--- config.mk ---
export PLATFORM = sky130hd
export DESIGN_NAME = axis_data_width_downsizer
export DESIGN_NICKNAME = d
export VERILOG_FILES = /design/src/rtl/axis_data_width_downsizer.sv
export SDC_FILE = /design/constraint.sdc
export NUM_CORES = 1
export LEC_CHECK = 0
export CAP_MARGIN = 10
export CELL_PAD_IN_SITES_DETAIL_PLACEMENT = 1
export CELL_PAD_IN_SITES_GLOBAL_PLACEMENT = 1
export CORE_MARGIN = 8
export CORE_UTILIZATION = 33
export CTS_CLUSTER_SIZE = 14
export DETAILED_ROUTE_END_ITERATION = 10
export DONT_BUFFER_PORTS = 1
export PLACE_DENSITY = 0.67
export SLEW_MARGIN = 5
export SYNTH_ARGS = -nofsm -noshare
export SYNTH_HDL_FRONTEND = slang
export SYNTH_SLANG_ARGS = --single-unit
--- constraint.sdc ---
create_clock -name aclk -period 3.8 [get_ports aclk]
set_clock_uncertainty 0.15 [all_clocks]
set_input_delay 0.76 -clock aclk [delete_from_list [all_inputs] [get_ports aclk]]
set_output_delay 0.76 -clock aclk [all_outputs]
set_load 0.05 [all_outputs]
--- src/rtl/axis_data_width_downsizer.sv ---
// AXI4-Stream width downsizer: each wide input word is emitted as N narrow slices,
// LSB slice first, with tlast marking the final slice of every word.
`timescale 1ns/1ps

module axis_data_width_downsizer #(
    parameter int AXIS_TDATA_WIDTH_IN  = 32,
    parameter int AXIS_TDATA_WIDTH_OUT = 16
) (
    input  logic                            aclk,
    input  logic                            aresetn,
    input  logic                            S_AXIS_tvalid,
    input  logic [AXIS_TDATA_WIDTH_IN-1:0]  S_AXIS_tdata,
    output logic                            S_AXIS_tready,
    input  logic                            M_AXIS_tready,
    output logic                            M_AXIS_tvalid,
    output logic [AXIS_TDATA_WIDTH_OUT-1:0] M_AXIS_tdata,
    output logic                            M_AXIS_tlast
);

    // Input width must be an integer multiple (>= 2) of the output width.
    localparam int N     = AXIS_TDATA_WIDTH_IN / AXIS_TDATA_WIDTH_OUT;
    localparam int CNT_W = $clog2(N);
    localparam logic [CNT_W-1:0] LAST_CNT = CNT_W'(N - 1);

    typedef enum logic {
        EMPTY = 1'b0,
        BUSY  = 1'b1
    } state_t;

    state_t                                   state, next_state;
    logic [CNT_W-1:0]                         cnt, next_cnt;
    logic [N-1:0][AXIS_TDATA_WIDTH_OUT-1:0]   data_reg, next_data;

    logic full;
    logic last_slice;
    logic in_hs;
    logic out_hs;

    assign full       = (state == BUSY);
    assign last_slice = (cnt == LAST_CNT);
    assign in_hs      = S_AXIS_tvalid & S_AXIS_tready;
    assign out_hs     = full & M_AXIS_tready;

    // NOTE: state is updated with non-blocking assignments and the data register
    // is cleared on reset too, so tdata reads zero while the block is held in reset.
    always_ff @(posedge aclk or negedge aresetn) begin
        if (!aresetn) begin
            state    <= EMPTY;
            cnt      <= '0;
            data_reg <= '0;
        end else begin
            state    <= next_state;
            cnt      <= next_cnt;
            data_reg <= next_data;
        end
    end

    // NOTE: every output of this block gets a default first, so no path can infer a latch.
    always_comb begin
        next_state = state;
        next_cnt   = cnt;
        next_data  = data_reg;
        case (state)
            EMPTY: begin
                if (in_hs) begin
                    next_state = BUSY;
                    next_cnt   = '0;
                    next_data  = S_AXIS_tdata;
                end
            end
            BUSY: begin
                if (out_hs) begin
                    if (!last_slice) begin
                        next_cnt = cnt + 1'b1;
                    end else if (in_hs) begin
                        // Refill on the last slice so back-to-back words have no bubble.
                        next_cnt  = '0;
                        next_data = S_AXIS_tdata;
                    end else begin
                        next_state = EMPTY;
                        next_cnt   = '0;
                    end
                end
            end
        endcase
    end

    always_comb begin
        S_AXIS_tready = !full | (M_AXIS_tready & last_slice);
        M_AXIS_tvalid = full;
        M_AXIS_tdata  = data_reg[cnt];
        M_AXIS_tlast  = full & last_slice;
    end

endmodule

# Word level (Yosys, flattened, before mapping)
# Cells that the tools add are included.
[totals]
reg_bits = 34
latchBits = 0
ramBits = 0
rom_bits = 0
out_inout_bits = 19
n_memories = 0
[op_classes]
add_sub_neg = 1
n_mul = 0
div_mod_pow = 0
magnitude_cmp = 1
n_eq_ne = 3
n_shift = 0
muxes = 14
bitwise_logic = 6
n_reduce_logical = 3
[ops]
columns = ["cell", "count"]
rows = [
  ["32-bit 2-to-1 mux", 3],
  ["32-bit one-hot mux with 2 select lines", 1],
  ["16-bit 2-to-1 mux", 2],
  ["1-bit 2-to-1 mux", 6],
  ["1-bit bitwise AND", 4],
  ["2-bit by 1-bit inequality test with 1-bit output, second input constant", 2],
  ["1-bit one-hot mux with 2 select lines", 2],
  ["2-bit AND reduction", 2],
  ["1-bit by 2-bit less-than comparator with 1-bit output, second input constant", 1],
  ["2-bit inequality test, second input constant", 1],
  ["1-bit adder, second input constant", 1],
  ["1-bit zero test", 1],
  ["1-bit inverter", 1],
  ["1-bit bitwise OR", 1],
]

# Longest topological paths before layout
# Gate-level depths: netlist of run 1.
[depth]
depth_word = 7
ltp_mapped = 5
depth_no_buf = 2

# Worst setup path before layout of run 1
# OpenSTA, ideal clock, no wires.
[synth_timing]
path_type = "register to output"
from = "reg cnt"
to = "out M_AXIS_tdata[6]"
arrival_time_ns = 1.805
t_required_ns = 2.890
setup_slack_ns = 1.085
path_stages_with_launch = 4
n_path_buf = 2
cell_sequence = "dfrtp_1 -> buf_4 -> clkbuf_1 -> o21ai_0"
[synth_between]
elab_chain_cells = 2
[synth_lines]
columns = ["element", "line_no", "rtl"]
rows = [
  ["from (decl)", "31", "logic [CNT_W-1:0] cnt, next_cnt;"],
  ["from (signal assigned)", "53", "cnt <= next_cnt;"],
  ["16-bit 2-to-1 mux (not written as such) (2 in a row)", "91", "M_AXIS_tdata = data_reg[cnt];"],
  ["to (decl)", "16", "output logic [AXIS_TDATA_WIDTH_OUT-1:0] M_AXIS_tdata,"],
]
# Every way passes these cells. The select of a mux whose other input is x is not followed.

# Final worst setup path of run 1
[layout_timing]
from = "reg cnt"
to = "out M_AXIS_tlast"
[layout_between]
elab_chain_cells = 1
[layout_lines]
columns = ["element", "line_no", "rtl"]
rows = [
  ["1-bit bitwise AND", "92", "M_AXIS_tlast = full & last_slice;"],
  ["to (decl)", "17", "output logic M_AXIS_tlast"],
]
# Every way passes these cells.

==> results of run 1 <==
-- worst max-delay path, stage by stage (launching register included) --
cell,delay (ns)
dfrtp_1,0.86
buf_4,0.33
and2_1,0.47
-- stage by stage --
step / std cells / hold slack (ns) / util (%)
finish: 264 / 0.0262 / 35.9
global route: 264 / 0.00410 / 35.9
CTS: 262 / 0.00854 / 35.5
detailed placement: 255 / 0.316 / 34.2
global placement: 255 / 0.316 / 34.2
floorplan: 189 / 0.314 / -
-- final cells by class --
cell class | count | area (um2)
clock buffers | 7 | 76.3
inverters | 33 | 124
flip-flops and latches | 34 | 851
repair buffers | 11 | 87.6
well taps | 75 | 93.8
multi-input cells | 104 | 842
fillers | 681 | 3710
-- cells by family after synthesis --
| group | synth area share [%] |
|---|---|
| and+or+nand+nor | 11.1 |
| DFF | 44.0 |
| buffers and inverters | 12.4 |
| muxes | 1.10 |
| AOI/OAI and AO/OA | 31.3 |
-- layer usage --
layer | share of wire, % | vias up
li1 | - | 634
met1 | 47 | 683
met2 | 46 | 41
met3 | 6.5 | 5
met4 | 0.90 | 0
met5 | 0 | -
-- cell usage in the layout, fill, tap and decap left out, drive strengths merged --
cell	instances
nand2	49
dfrtp	34
inv	33
o32ai	32
o21ai	16
buf	9
clkbuf	7
dlygate4sd3	2
and2	1
a21boi	1
or2	1
and3	1
and2b	1
mux2	1
mux2i	1
-- power groups by stage --
stage	clock, mW	sequential (mW)	combinational (mW)
finish	0.253	0.529	0.667
global route	0.279	0.545	0.716
CTS	0.261	0.532	0.673
detailed placement	0	0.539	0.672
global placement	0	0.536	0.663
floorplan	0	0.511	0.590
-- worst max path at each step --
stage                    start         endpoint  slack (ns)  cells after the start
2_1_floorplan  cnt$_DFFE_PN0P_  M_AXIS_tdata[6]        1.09                      3
3_3_place_gp   cnt$_DFFE_PN0P_     M_AXIS_tlast        1.25                      2
3_5_place_dp   cnt$_DFFE_PN0P_     M_AXIS_tlast        1.22                      2
4_1_cts        cnt$_DFFE_PN0P_     M_AXIS_tlast        0.90                      2
5_1_grt        cnt$_DFFE_PN0P_     M_AXIS_tlast        0.79                      2
6_report       cnt$_DFFE_PN0P_     M_AXIS_tlast        0.94                      2
==> results.ini, run 1 <==
[outcome]
status=finished, final reports clean

[clocking]
ctsHtreeMaxLevel=2
clk_pin_slew_ns=0.07
cts_resized=0
ctsHoldBuffers=0
cts_buffer_depth=2
clock_sinks=34
cts_setup_buffers=0
root_buffer=clkbuf_8
cts_made_buffers=5
cts_tree=done
insertion_delay_ns=0.28

[final_layout]
largest_reg_flops=32
drive_above_1_share_pct=25.9
area_growth_pct=7.38
fin_area_um2=2070
n_antenna_cell=0
fin_nets=225

[detailed_routing]
vias=1363
drcViolationCount=0
wl_per_cell_um=18.6
dr.pass1.iters=3
ant_nets=0
routed_wl_mm=4.91
drt_iter0_drc=32
vias_per_cell=5.16

[placement]
io_buffers=0
placed_area_um2=1980
place_ws_ns=1.22
place_congestion=0.670
dp_hpwl_mm=3.10

[synth]
synthFlopType=dfrtp_1
yosysWarnings=0
yosysSeqAreaShare_pct=44.0
synth.most_common_cell=nand2_1
synthArstFlopShare_pct=100
yosysUniqueCellTypes=19
synth_edf_count=0
synth_area_per_cell_um2=10.2
synth_top_area_share_pct=44.0
syn-num-nets=225
synth.largest_area_cell=dfrtp_1
synth_area_um2=1930
ys_top_cells_by_count=nand2_1, dfrtp_1, inv_1, o32ai_2, o21ai_0
synthTopCellsByArea=dfrtp_1, o32ai_2, nand2_1, inv_1, o21ai_0
ys_seq_elements=34
synth_cells=189

[grt]
grt_pass1_wl_mm=8.07
grt_use_met2_pct=18.9
grt_overflow_total=0
grt_use_met3_pct=4.45
antenna_found_initial=0
grt_max_degree=37
busiest_layer=met2
track_usage_pct=11.9
use_met1_pct=14.9
first_global_vias=1547

[worst_setup_path]
path_max_fanout=23
crit_path_start_kind=flop
r2r_slack_ns=1.53
r2r-start=cnt$_DFFE_PN0P_
regToRegEndpoint=data_reg[13]$_DFFE_PN0P_
critPathArrivalTime_ns=1.95
path_class=reg2out
cp-end-kind=output port
cp.required_ns=2.89
rr_worst_depth=3

[power_and_ir_drop]
powerDensity_nw_per_um2=699
clkPwrFrac_pct=17.5
p_comb_share_pct=46.0
p_leak_nw=0.918
swShare_pct=43.5
power_frac_seq_pct=36.5
irDropWorstVdd_mv=0.318
p_sw_mw=0.631
p_int_mw=0.818
total_power_mw=1.45

[floorplanning]
pin_count=55
fp.dieW_um=92.5
die-area_um2=8560
die_y_um=92.5
rows=28
core_um2=5780
start_util_pct=33.4

[sta]
setup_slack_ns=0.936
rsz0062_at_grt=false
finalCritPeriodShare_pct=75.4
slew_headroom_pct=31.5
tns_ns=0
worst_pin_slew_ns=1.02
fmax_mhz=349
fin_crit_ns=2.86
slew_viol_final=0
hold_violations=0
finalSetupViolations=0

[job]
drv_cap=0

[hold_path]
hold_path_class=in2async

Note: power is estimated with default switching activity, not from simulation.
==> inputs of run 2 (changes only) <==
- clock period: 3.8 -> 2.74 ns (I/O delays scaled with it)
==> run 2 against run 1 <==
  * Register-to-register slack worse by 0.50 ns
  * Largest cell class unchanged
  * Critical endpoint is now M_AXIS_tdata[0]
  * Via count up 1.4%
  * Total power up 48%
  * Cell count up 6.1%
  * Count of clock-buffer cells in the layout unchanged
  * Worst setup slack worse by 0.21 ns
==> results.ini, run 2 (synthesized netlist as in run 1, its figures left out) <==
[power_and_ir_drop]
clkPwrFrac_pct=17.9
irDropWorstVdd_mv=0.409
powerDensity_nw_per_um2=971
p_int_mw=1.24
power_frac_seq_pct=33.1
p_comb_share_pct=49.0
p_leak_nw=1.01
p_sw_mw=0.906
swShare_pct=42.2

[grt]
track_usage_pct=12.0
grt_max_degree=37
grt_pass1_wl_mm=8.17
first_global_vias=1605
antenna_found_initial=0
grt_overflow_total=0

[sta]
finalSetupViolations=0
rsz0062_at_grt=false
tns_ns=0
worst_pin_slew_ns=0.563
setup_slack_ns=0.725
fin_crit_ns=2.02
hold_violations=0
hold_slack_ns=0.228
slew_headroom_pct=62.5
finalCritPeriodShare_pct=73.5
fmax_mhz=496
slew_viol_final=0

[final_layout]
final_common_cell=nand2_1
fin_nets=240
final_cell_mix=nand2_1, dfrtp_1, inv_1
n_antenna_cell=0
drive_above_1_share_pct=32.7
regArea_um2=851
area_growth_pct=14.5
fin_area_um2=2210
largest_reg_flops=32
nFillCells=675
multiInputGateArea_um2=842

[placement]
place_ws_ns=1.02
placed_area_um2=2090
place_congestion=0.698
io_buffers=0
dp_hpwl_mm=3.35

[worst_setup_path]
path_cells=buf_4 -> nand2_1 -> o21ai_1 -> buf_4
cpMaxStageDelayCell=dfrtp_1
crit_path_start_kind=flop
cp-end-kind=output port
critPathBufInv=2
cp_top_family=buffers and inverters
critPathArrivalTime_ns=1.32
path_class=reg2out
path_max_fanout=22
cp.required_ns=2.04
max_stage_delay_ns=0.35
cpMostUsedCell=buf_4

[clocking]
clock_sinks=34
cts_setup_buffers=0
ctsHtreeMaxLevel=2
cts_buffer_depth=2
clk_pin_slew_ns=0.07
cts_made_buffers=5
insertion_delay_ns=0.28
root_buffer=clkbuf_8
cts_tree=done

[hold_path]
hold_path_class=in2reg

[detailed_routing]
vias=1382
routed_wl_mm=4.95
drt_iter0_drc=87
dr.pass1.iters=4
drcViolationCount=0
vias_per_cell=4.94
ant_nets=0
wl_per_cell_um=17.7

[floorplanning]
die-area_um2=8560
rows=28
start_util_pct=33.4
core_um2=5780
die_y_um=92.5
fp.dieW_um=92.5
pin_count=55

[job]
drv_cap=0

[outcome]
status=finished, final reports clean

-- run 2: metrics by stage --
| stage | power [mW] | util, % | cells |
|---|---|---|---|
| CTS | 2.18 | 38.3 | 280 |
| global placement | 1.75 | 36.2 | 270 |
| finish | 2.15 | 38.3 | 280 |
| floorplan | 1.53 | - | 189 |
| global route | 2.27 | 38.3 | 280 |
| detailed placement | 1.77 | 36.2 | 270 |
-- run 2: timing repair --
action	4_1_cts	5_1_grt
hold buffers	2	0
hold endpoints to repair	34	0
resized for setup	0	0
endpoints found under the setup margin	0	0
-- run 2: final timing paths --
| path | to | from | cells after the start | slack (ns) |
|---|---|---|---|---|
| worst min-delay path | M_AXIS_tvalid$_DFF_PN0_ | S_AXIS_tvalid | 1 | 0.23 |
| worst max-delay path | M_AXIS_tdata[0] | cnt$_DFFE_PN0P_ | 4 | 0.72 |
| max in group asynchronous | data_reg[12]$_DFFE_PN0P_ | aresetn | 2 | 1.69 |
| min in group asynchronous | data_reg[9]$_DFFE_PN0P_ | aresetn | 2 | 0.56 |
| worst max register to register | data_reg[22]$_DFFE_PN0P_ | cnt$_DFFE_PN0P_ | 3 | 1.03 |
| worst min register to register | data_reg[12]$_DFFE_PN0P_ | data_reg[12]$_DFFE_PN0P_ | 2 | 0.40 |
-- run 2: routing by layer --
metal	track usage (%)	vias to the layer above	wire length, um
met5	0	-	0
met4	3.22	0	26
met3	5.10	2	380
met2	18.4	45	2220
met1	15.2	673	2320
li1	-	662	-
-- run 2: layout make-up --
type | count | share of cell area (%)
tap | 75 | 4.24
clock inverter | 1 | 0.226
clock buffer | 7 | 3.90
inverter | 33 | 5.60
timing repair buffer | 26 | 9.50
multi-input combinational | 104 | 38.1
sequential | 34 | 38.5
-- run 2: worst register-to-register path: cells and delay by family (launching register included) --
kind,cells,cell delay (ns)
flip-flops,1,0.35
buffers and inverters,1,0.27
AND/OR/NAND/NOR,1,0.62
AO/OA/AOI/OAI,1,0.19
-- run 2: power groups by stage --
stage	logic [mW]	clock network [mW]	registers (mW)
2_1_floorplan	0.819	0	0.709
3_3_place_gp	1.03	0	0.716
5_1_grt	1.13	0.411	0.730
6_report	1.05	0.385	0.711
4_1_cts	1.07	0.399	0.714
3_5_place_dp	1.05	0	0.724
